`src/rtl/if_fetch_unit.sv`:
```
// Fetch stage: assembles five imem words into one 160-bit bundle for IF/ID, 2 cycles/word at 1-cycle memory latency.
// Holds the bundle while staller is high; optional IF_NOP_FILL_EN shows five NOP_WORD while no bundle is valid.
module if_fetch_unit #(
    parameter logic [31:0] RESET_PC = 32'h0000_0000,
    parameter logic [31:0] NOP_WORD = 32'h0000_0013
) (
    input  logic         clk,
    input  logic         rst_n,
    input  logic         staller,
    input  logic         redirect,
    input  logic [31:0]  redirect_pc,
    output logic         imem_req,
    output logic [31:0]  imem_addr,
    input  logic         imem_rvalid,
    input  logic [31:0]  imem_rdata,
    output logic         bundle_valid,
    output logic [31:0]  PC_out,
    output logic [159:0] idata_out
);

    localparam logic [2:0] S_IDLE  = 3'd0;
    localparam logic [2:0] S_REQ   = 3'd1;
    localparam logic [2:0] S_WAIT  = 3'd2;
    localparam logic [2:0] S_DRAIN = 3'd3;
    localparam logic [2:0] S_FULL  = 3'd4;

    logic [2:0]   r_state;
    logic [31:0]  r_fetch_pc;
    logic [2:0]   r_cnt;
    logic [31:0]  r_pc_out;
    logic [159:0] r_idata;
    logic [31:0]  r_asm [0:3];

    logic [31:0]  w_redir_pc;
    logic         w_store;
    logic         w_unused;

    assign w_redir_pc = {redirect_pc[31:2], 2'b00};
    assign w_store    = (r_state == S_WAIT) && imem_rvalid && !redirect;
    assign w_unused   = ^{redirect_pc[1:0], NOP_WORD};

    always_ff @(posedge clk) begin
        if (!rst_n) begin
            r_state    <= S_IDLE;
            r_fetch_pc <= RESET_PC;
            r_cnt      <= 3'd0;
            r_pc_out   <= RESET_PC;
            r_idata    <= '0;
        end else if (redirect) begin
            r_fetch_pc <= w_redir_pc;
            r_cnt      <= 3'd0;
            case (r_state)
                S_REQ:   r_state <= S_DRAIN;
                // a response landing this cycle retires the outstanding read, so no drain is needed
                S_WAIT,
                S_DRAIN: r_state <= imem_rvalid ? S_REQ : S_DRAIN;
                default: r_state <= S_REQ;
            endcase
        end else begin
            case (r_state)
                S_IDLE: r_state <= S_REQ;
                S_REQ:  r_state <= S_WAIT;
                S_WAIT: begin
                    if (imem_rvalid) begin
                        if (r_cnt == 3'd4) begin
                            r_state  <= S_FULL;
                            r_pc_out <= r_fetch_pc;
                            r_idata  <= {imem_rdata, r_asm[3], r_asm[2], r_asm[1], r_asm[0]};
                        end else begin
                            r_cnt   <= r_cnt + 3'd1;
                            r_state <= S_REQ;
                        end
                    end
                end
                S_DRAIN: begin
                    if (imem_rvalid) begin
                        r_state <= S_REQ;
                    end
                end
                S_FULL: begin
                    if (!staller) begin
                        r_fetch_pc <= r_fetch_pc + 32'd20;
                        r_cnt      <= 3'd0;
                        r_state    <= S_REQ;
                    end
                end
                default: r_state <= S_IDLE;
            endcase
        end
    end

    // Word 4 goes straight to the output register, so only words 0..3 are buffered.
    always_ff @(posedge clk) begin
        if (w_store && (r_cnt != 3'd4)) begin
            r_asm[r_cnt[1:0]] <= imem_rdata;
        end
    end

    assign imem_req     = (r_state == S_REQ);
    assign imem_addr    = r_fetch_pc + {27'd0, r_cnt, 2'b00};
    assign bundle_valid = (r_state == S_FULL);
    assign PC_out       = r_pc_out;

`ifdef IF_NOP_FILL_EN
    assign idata_out = bundle_valid ? r_idata : {5{NOP_WORD}};
`else
    assign idata_out = r_idata;
`endif

endmodule

```
`config.mk`:
```
export PLATFORM = sky130hd
export DESIGN_NAME = if_fetch_unit
export DESIGN_NICKNAME = d
export VERILOG_FILES = /design/src/rtl/if_fetch_unit.sv
export SDC_FILE = /design/constraint.sdc
export NUM_CORES = 1
export LEC_CHECK = 0
export CELL_PAD_IN_SITES_DETAIL_PLACEMENT = 1
export CELL_PAD_IN_SITES_GLOBAL_PLACEMENT = 2
export CORE_MARGIN = 2
export CORE_UTILIZATION = 29
export CTS_BUF_LIST = sky130_fd_sc_hd__clkbuf_4 sky130_fd_sc_hd__clkbuf_8
export CTS_CLUSTER_DIAMETER = 120
export DETAILED_ROUTE_END_ITERATION = 7
export PLACE_DENSITY_LB_ADDON = 0.1
export RECOVER_POWER = 50
export SETUP_SLACK_MARGIN = 0.02
export SLEW_MARGIN = 40
export SYNTH_ARGS = -nofsm -noshare
export SYNTH_HDL_FRONTEND = slang
export SYNTH_SLANG_ARGS = --single-unit
```
`constraint.sdc`:
```
create_clock -name clk -period 2.55 [get_ports clk]
set_clock_uncertainty 0.1 [all_clocks]
set_input_delay 0.51 -clock clk [delete_from_list [all_inputs] [get_ports clk]]
set_output_delay 0.51 -clock clk [all_outputs]
set_load 0.005 [all_outputs]
```
==> impl_metrics.ini, run 1 <==
[finish]
stdcell_count = 2385
final_util = 0.4245
layout-drive-gt1-share = 0.1995
regArea_um2 = 8382
fillers = 5148
area_growth_pct = 45.21
stdcell_area_um2 = 19680
fin_nets = 1798
multiInputGateArea_um2 = 5084

[floorplanning]
design.die.area_um2 = 48470
die_x_um = 220.2
die_h_um = 220.2
coreArea_um2 = 46360
io_pins = 295
core.rowCount = 79
start_util = 0.2923

[routing]
drt-total-wl_um = 44550
wl_per_cell_um = 18.68
drc = 0
drt_iter0_markers = 338
via_count = 11062
firstDrtPassIters = 4
vias_per_cell = 4.638
drtAntennaViolNets = 0

[sta]
finalSetupTns_ps = -8722
fin_crit_ps = 2999
slew_viol_final = 0
whs_ps = 357.2
fmax_mhz = 333.4
min_period_over_period = 1.176
tightest_slew_ps = 1205
maxSlewHeadroom = 0.1968
setup_viol = 27
layout_setup_ws_ps = -449.1
rsz0062_at_grt = yes
hold_viol = 0

[worst_setup_path]
slowest_delay_ps = 380
timing.rr.end = idata_out[133]$_SDFFE_PN0P_
slowest_stage = fa_2
cp.required_ps = 1940
timing.rr.start = r_cnt[0]$_SDFFE_PP0P_
critical_path.endpoint_type = output pin
crit_top_cell = buf_6
endpoint = imem_addr[14]
crit_path_start_kind = flop
r2r_slack_ps = 170
crit_path_cell_trace = buf_4 -> fa_2 -> a21o_1 -> nor4b_4 -> buf_12 -> buf_6 -> buf_6 -> xor2_1 -> buf_2
crit_path_start = r_fetch_pc[3]$_SDFFE_PN0P_
worstPathArrival_ps = 2390
crit_type = reg -> out
reg2reg_depth = 9
crit_fanout = 4

[outcome]
violations = setup timing
status = complete, but fails checks

[yosys]
yosysSeqAreaShare = 0.6175
avgSynthCellArea_um2 = 10.24
synth_top_area_frac = 0.3339
yosysUniqueCellTypes = 52
synthTopCellsByArea = dfxtp_1 (33%), edfxtp_1 (28%), nand2_1 (11%), a21boi_0 (11%), clkbuf_1 (2.7%)
synth.cell_area_um2 = 13550
ys_warn_count = 0
synth-edff-count = 128
async_reset_ff_frac = 0
synthCells = 1323
ys.flop_type = dfxtp_1
ys_ff_latch = 354
yosysTopAreaCell = dfxtp_1

[global_route]
grt-ovfl-total = 0
grt_pass1_wl_um = 67930
antenna_found_initial = 4
grt_pass1_vias = 11588
groute.usage.overall = 0.1828
grt_max_degree = 86

[place]
port_buffers = 288
gp_congestion = 0.7766
dpl-instance-area_um2 = 18020
hpwl_um = 29750
placedCellCount = 2233
dpl_worst_slack_ps = -412.3

[clock_network]
cts_tree = built
postCtsHoldBufs = 0
clk_path_buf_depth = 3
numCtsBuffers = 68
htree_levels = 3
clock_sinks = 354
clkTransAtPathRegs_ps = 50
root_buffer = clkbuf_8
clkLatencyLatePin_ps = 600

[pwr]
power.total_mw = 12.26
vdd_drop_max_uv = 308.0
p_per_area_nw_per_um2 = 623.0
p_leak_nw = 6.900

[run]
max_cap_viol_count = 0

[hold_path]
hp-class = reg -> reg
## cell families after synthesis
logic type                 count (synthesis)  share of synthesized area
buffers and inverters                    111                    0.03278
AOI/OAI and AO/OA                        276                     0.1450
and+or+nand+nor                          533                     0.1703
muxes                                      1                  0.0007387
adders and majority gates                  9                   0.008864
DFF                                      354                     0.6175
xor gates and xnor gates                  38                    0.02456
other                                      1                  0.0002767
## cell usage after synthesis, types with 2 or more instances
library cell / number
a21oi_1: 19
or3_1: 8
or4_1: 7
buf_1: 2
a31o_2: 3
nand4_1: 19
nor4_1: 9
xor2_1: 9
buf_4: 4
a211oi_1: 7
nor2b_1: 2
o31ai_1: 4
buf_2: 4
nor3_1: 9
and2_1: 9
and4_1: 7
nor4b_1: 2
clkbuf_1: 96
o21ai_0: 29
nand3_1: 18
dfxtp_1: 226
nor3b_1: 3
nand2_1: 407
edfxtp_1: 128
xnor2_1: 29
a21boi_0: 191
o211ai_1: 6
a31oi_1: 6
nand4b_1: 2
and3_1: 7
o211a_1: 5
nor2_1: 15
ha_1: 8
or2_2: 3
inv_1: 3
## worst min-delay path by stage
stage | start | end | slack [ps] | depth (start not counted)
final | idata_out[157]$_SDFFE_PN0P_ | idata_out[157]$_SDFFE_PN0P_ | 360 | 2
after CTS | rst_n | PC_out[29]$_SDFFE_PN0P_ | 230 | 2
after floorplan | PC_out[10]$_SDFFE_PN0P_ | PC_out[10]$_SDFFE_PN0P_ | 360 | 2
after detailed placement | idata_out[157]$_SDFFE_PN0P_ | idata_out[157]$_SDFFE_PN0P_ | 360 | 2
after global placement | idata_out[0]$_SDFFE_PN0P_ | idata_out[0]$_SDFFE_PN0P_ | 350 | 2
after global routing | idata_out[1]$_SDFFE_PN0P_ | idata_out[1]$_SDFFE_PN0P_ | 380 | 2
## state kept, by name, summed over array words and instances (netlist names)
register and cells:
PC_out 30, idata_out 160, r_asm 128, r_cnt 3
r_fetch_pc 30, r_state 3
## placed cells by master, fill, tap and decap left out, types with 5 or more instances in the layout
cell type,netlist,routed
clkbuf_8,0,74
nand2_1,407,402
o21ai_0,29,29
nor2_1,15,12
a21boi_0,191,191
nor4_1,9,7
buf_4,4,93
o211a_1,5,5
xnor2_2,0,9
a31oi_1,6,6
nand3_1,18,10
nor3_1,9,8
dfxtp_2,0,5
a21oi_1,19,17
clkdlybuf4s50_1,0,212
ha_1,8,5
and4_1,7,7
nand3_2,0,5
and2_1,9,8
buf_2,4,30
nand4_1,19,19
edfxtp_1,128,128
dfxtp_1,226,219
buf_12,0,15
xor2_1,9,7
dlygate4sd3_1,0,44
xnor2_1,29,19
a211oi_1,7,6
clkbuf_2,0,6
clkbuf_4,0,47
or3_1,8,7
buf_6,1,21
o211ai_1,6,6
## metal layers
layer,share of wire,up-vias,track usage
met3,0.056,59,0.05003
met5,0,-,0
met2,0.49,248,0.3055
li1,-,5322,-
met1,0.44,5433,0.2271
met4,0.020,0,0.06398
## worst max-delay path: cells and delay by family, from the launching register on
kind                       cells  cell delay [ps]
adders and majority gates      1              380
and+or+nand+nor                1              140
buffers and inverters          5              610
xor gates and xnor gates       1              120
AOI/OAI and AO/OA              1              190
DFF                            1              340
## layout make-up
class,count,area share
Sequential cell,354,0.4259
Multi-Input combinational cell,861,0.2583
Timing Repair Buffer,431,0.2057
Clock buffer,115,0.06740
Tap cell,607,0.03859
Clock inverter,9,0.002798
Inverter,4,0.0007630
Antenna cell,4,0.0005086
## power by group
| part | switching [mW] | leakage [nW] | internal (mW) |
|---|---|---|---|
| Sequential | 0.0367 | 2.98 | 5.90 |
| Clock | 2.43 | 0.747 | 3.27 |
| Combinational | 0.319 | 3.17 | 0.304 |
| Total | 2.79 | 6.90 | 9.47 |
## repair_timing
action                                  in CTS  in global routing
buffers inserted                            20                  6
gates resized for setup                    165                 43
pin swaps                                   28                 24
cloned                                       1                  0
endpoints found under the setup margin      31                 33
No activity file was read; power rests on OpenSTA's default activity.
==> run 2: changes to the inputs <==
CORE_MARGIN = default   (was 2)
==> impl_metrics.ini, run 2 (synthesis gave the netlist of run 1 again) <==
[finish]
final_cell_mix = nand2_1 (405), dfxtp_1 (217), clkdlybuf4s50_1 (215)
largest_reg_flops = 160
final_common_cell = nand2_1
stdcell_count = 2367
diodes = 0
regArea_um2 = 8382
layout-drive-gt1-share = 0.1902
area_growth_pct = 44.86
multiInputGateArea_um2 = 5129
fillers = 5031
fin_nets = 1790

[clock_network]
postCtsHoldBufs = 0
clkLatencyLatePin_ps = 610
htree_levels = 3
clock_sinks = 354
cts_tree = built
clkTransAtPathRegs_ps = 50
root_buffer = clkbuf_8
clk_path_buf_depth = 3
numCtsBuffers = 68

[worst_setup_path]
slowest_delay_ps = 340
timing.rr.end = r_asm[3][15]$_DFFE_PP_
worstPathArrival_ps = 2420
crit_path_start_kind = flop
cp.required_ps = 1940
worst-path-buf-inv = 4
critical_path.endpoint_type = output pin
r2r_slack_ps = 70
reg2reg_depth = 6
crit_path_start = r_fetch_pc[2]$_SDFFE_PN0P_
crit_fanout = 3
crit_top_cell = buf_6
path_delay_family = adder cells
slowest_stage = fa_2
crit_type = reg -> out
crit_path_cell_trace = ha_4 -> fa_2 -> a21o_1 -> nor4b_4 -> buf_6 -> buf_4 -> buf_6 -> xor2_1 -> buf_2
timing.rr.start = r_cnt[0]$_SDFFE_PP0P_

[pwr]
p_seq_frac = 0.486
vdd_drop_max_uv = 314.0
p_leak_nw = 6.847
switchingPower_mw = 2.811
p_per_area_nw_per_um2 = 622.0
pwr-share-comb = 0.051
sw_frac_of_total = 0.2302
clockPowerShare = 0.464
p_int_mw = 9.400

[global_route]
groute.usage.overall = 0.1869
grt_max_degree = 90
grt_pass1_vias = 11491
grt-ovfl-total = 0
antenna_found_initial = 2
grt_pass1_wl_um = 67850

[routing]
vias_per_cell = 4.627
drtAntennaViolNets = 0
via_count = 10952
drc = 0
firstDrtPassIters = 4
drt_iter0_markers = 372
wl_per_cell_um = 18.77
drt-total-wl_um = 44440

[sta]
finalSetupTns_ps = -9179
tightest_slew_ps = 860.7
fin_crit_ps = 3032
layout_setup_ws_ps = -482.5
setup_viol = 27
slew_viol_final = 0
min_period_over_period = 1.189
fmax_mhz = 329.8
rsz0062_at_grt = yes
maxSlewHeadroom = 0.4262
hold_viol = 0

[place]
gp_congestion = 0.7797
hpwl_um = 29380
placedCellCount = 2224
port_buffers = 288

[hold_path]
whs_endpoint = r_state[2]$_SDFFE_PN0P_
hp-class = in -> reg
min_path_cells = 2
worstHoldStart = rst_n

[floorplanning]
die_x_um = 218.2
die_h_um = 218.2
core.rowCount = 78
coreArea_um2 = 45770
design.die.area_um2 = 47600
start_util = 0.2961
io_pins = 295

[outcome]
violations = setup timing
status = complete, but fails checks

[run]
max_cap_viol_count = 0
==> run 2: repair_timing <==
action / CTS / global route
setup endpoints to repair: 31 / 28
gates cloned: 1 / 0
buffers inserted: 14 / 7
pin swaps: 40 / 22
gates resized for setup: 185 / 19
==> run 2: worst register-to-register path: stages, from the launching register on <==
cell	delay, ps
dfxtp_2	340
clkbuf_1	200
inv_1	110
ha_1	270
a211oi_1	550
and3_2	350
buf_4	240
==> run 2: final cells by class <==
cell class / instances / share of cell area
multi-input combinational: 861 / 0.2612
clock buffer: 106 / 0.06539
tap: 600 / 0.03824
inverter: 4 / 0.0007648
sequential: 354 / 0.4270
timing repair buffer: 423 / 0.2027
clock inverter: 19 / 0.004716
==> run 2: how the worst max path moves through the flow <==
| stage | end | cells after the start |
|---|---|---|
| after floorplan | r_asm[0][0]$_DFFE_PP_ | 4 |
| after global placement | imem_addr[18] | 7 |
| after detailed placement | imem_addr[18] | 7 |
| after CTS | imem_addr[22] | 9 |
| after global routing | imem_addr[30] | 9 |
| final | imem_addr[14] | 9 |
==> run 2: power groups by stage <==
stage / clock network, mW / logic, mW / registers, mW
CTS: 5.90 / 0.630 / 5.93
global placement: 0 / 0.638 / 6.05
global route: 6.15 / 0.669 / 5.93
floorplan: 0 / 0.260 / 6.04
detailed placement: 0 / 0.639 / 6.05
finish: 5.66 / 0.617 / 5.93
==> run 2: routing by layer <==
layer / wire length [um] / GRT usage
met4: 1333 / 0.07716
met3: 2321 / 0.05038
met2: 21080 / 0.3051
met1: 19680 / 0.2320
met5: 16 / 0
==> run 2: stage by stage <==
| stage | setup slack, ps | cell area, um2 | utilization | power (mW) | hold WS, ps |
|---|---|---|---|---|---|
| 3_5_place_dp | -406.4 | 17880 | 0.3906 | 6.686 | 356.7 |
| 6_report | -482.5 | 19630 | 0.4289 | 12.21 | 261.3 |
| 2_1_floorplan | 44.28 | 13560 | - | 6.297 | 360.0 |
| 5_1_grt | -611.2 | 19630 | 0.4289 | 12.75 | 244.4 |
| 4_1_cts | -522.1 | 19610 | 0.4283 | 12.46 | 210.5 |
| 3_3_place_gp | -364.8 | 17880 | 0.3906 | 6.683 | 348.7 |
==> run 3: changes to the inputs <==
GPL_TIMING_DRIVEN = 0   (was default)
==> impl_metrics.ini, run 3 (synthesis gave the netlist of run 1 again) <==
[hold_path]
worstHoldStart = PC_out[26]$_SDFFE_PN0P_
hp-class = reg -> reg

[worst_setup_path]
crit_path_start_kind = flop
slowest_delay_ps = 350
crit_path_cell_trace = ha_4 -> fa_2 -> a21o_1 -> nor4b_4 -> buf_6 -> buf_6 -> nand4_1 -> xnor2_1 -> buf_2
worstPathArrival_ps = 2450
crit_top_cell = buf_6
crit_type = reg -> out
timing.rr.start = r_cnt[0]$_SDFFE_PP0P_
crit_fanout = 3
slowest_stage = dfxtp_4
cp.required_ps = 1940
crit_path_start = r_cnt[0]$_SDFFE_PP0P_
critical_path.endpoint_type = output pin

[outcome]
violations = setup timing
status = complete, but fails checks

[clock_network]
clock_sinks = 354
clk_path_buf_depth = 3
htree_levels = 3
postCtsHoldBufs = 0
clkTransAtPathRegs_ps = 50
root_buffer = clkbuf_8
clkLatencyLatePin_ps = 610
numCtsBuffers = 66
cts_tree = built

[sta]
setup_viol = 138
slew_viol_final = 0
finalSetupTns_ps = -24690
hold_viol = 0
fin_crit_ps = 3064
rsz0062_at_grt = yes
layout_setup_ws_ps = -514.0
whs_ps = 358.5
tightest_slew_ps = 875.0
maxSlewHeadroom = 0.4167
fmax_mhz = 326.4
min_period_over_period = 1.202

[floorplanning]
die_x_um = 218.2
design.die.area_um2 = 47600
die_h_um = 218.2
core.rowCount = 78
start_util = 0.2961
io_pins = 295
coreArea_um2 = 45770

[global_route]
grt_pass1_wl_um = 71430
groute.usage.overall = 0.2013
grt-ovfl-total = 0
grt_max_degree = 32
antenna_found_initial = 4
grt_pass1_vias = 11596

[pwr]
p_leak_nw = 7.227
vdd_drop_max_uv = 330.1
p_per_area_nw_per_um2 = 626.7

[finish]
fin_nets = 1777
final_common_cell = nand2_1
final_cell_mix = nand2_1 (403), dlygate4sd3_1 (221), dfxtp_1 (199)
largest_reg_flops = 160
layout-drive-gt1-share = 0.1773
area_growth_pct = 42.09
final_util = 0.4207
stdcell_count = 2350

[place]
placedCellCount = 2216
hpwl_um = 33850
dpl_worst_slack_ps = -925.8
gp_congestion = 0.8009
port_buffers = 286

[routing]
drt-total-wl_um = 47870
via_count = 11135
vias_per_cell = 4.738
drt_iter0_markers = 435
drc = 0
wl_per_cell_um = 20.37
drtAntennaViolNets = 0
firstDrtPassIters = 4

[run]
max_cap_viol_count = 0
-- run 3: cell type report --
class / instances / area [um2]
diodes: 2 / 5.005
plain buffers: 87 / 416.7
clock buffers: 103 / 1236
clock inverters: 14 / 82.58
fillers: 5067 / 26520
inverters: 4 / 15.01
multi-input cells: 861 / 5191
flip-flops and latches: 354 / 8434
well taps: 600 / 750.7
repair buffers: 325 / 3124
-- run 3: worst paths after layout --
kind	endpoint	slack, ps	depth (start not counted)
worst max-delay path	imem_addr[30]	-510	9
worst min-delay path	PC_out[26]$_SDFFE_PN0P_	360	2
worst max register to register	r_asm[3][30]$_DFFE_PP_	-220	6
worst min register to register	PC_out[26]$_SDFFE_PN0P_	360	2
-- run 3: report_power, final --
group | internal [mW] | total (mW) | switching, mW | leakage (nW)
combinational | 0.245 | 0.528 | 0.284 | 3.53
sequential | 5.89 | 5.98 | 0.0888 | 2.99
clock | 3.09 | 5.56 | 2.47 | 0.708
total | 9.23 | 12.1 | 2.84 | 7.23
-- run 3: worst max-delay path: cells and delay by family, from the launching register on --
family / cells / cell delay [ps]
AOI/OAI and AO/OA: 1 / 230
xor gates and xnor gates: 1 / 140
adders and majority gates: 2 / 500
buffers and inverters: 3 / 390
DFF: 1 / 350
and+or+nand+nor: 2 / 230
-- run 3: repair_timing --
| action | 4_1_cts | 5_1_grt |
|---|---|---|
| setup buffers | 35 | 2 |
| gates resized for setup | 231 | 68 |
| setup endpoints to repair | 231 | 173 |
| pin swaps | 39 | 24 |
-- run 3: metrics by stage --
stage / total power, mW / instance area, um2
floorplan: 6.297 / 13560
global placement: 6.651 / 17180
detailed placement: 6.658 / 17310
CTS: 12.29 / 19120
global route: 12.57 / 19250
finish: 12.07 / 19260
-- run 3: routing by layer --
layer,share of wire,up-vias,global-route usage,wire [um]
met1,0.45,5504,0.2538,21430
met5,0.00052,-,0,25
met3,0.053,71,0.04760,2518
met4,0.024,4,0.07063,1168
li1,-,5295,-,-
met2,0.47,261,0.3347,22730
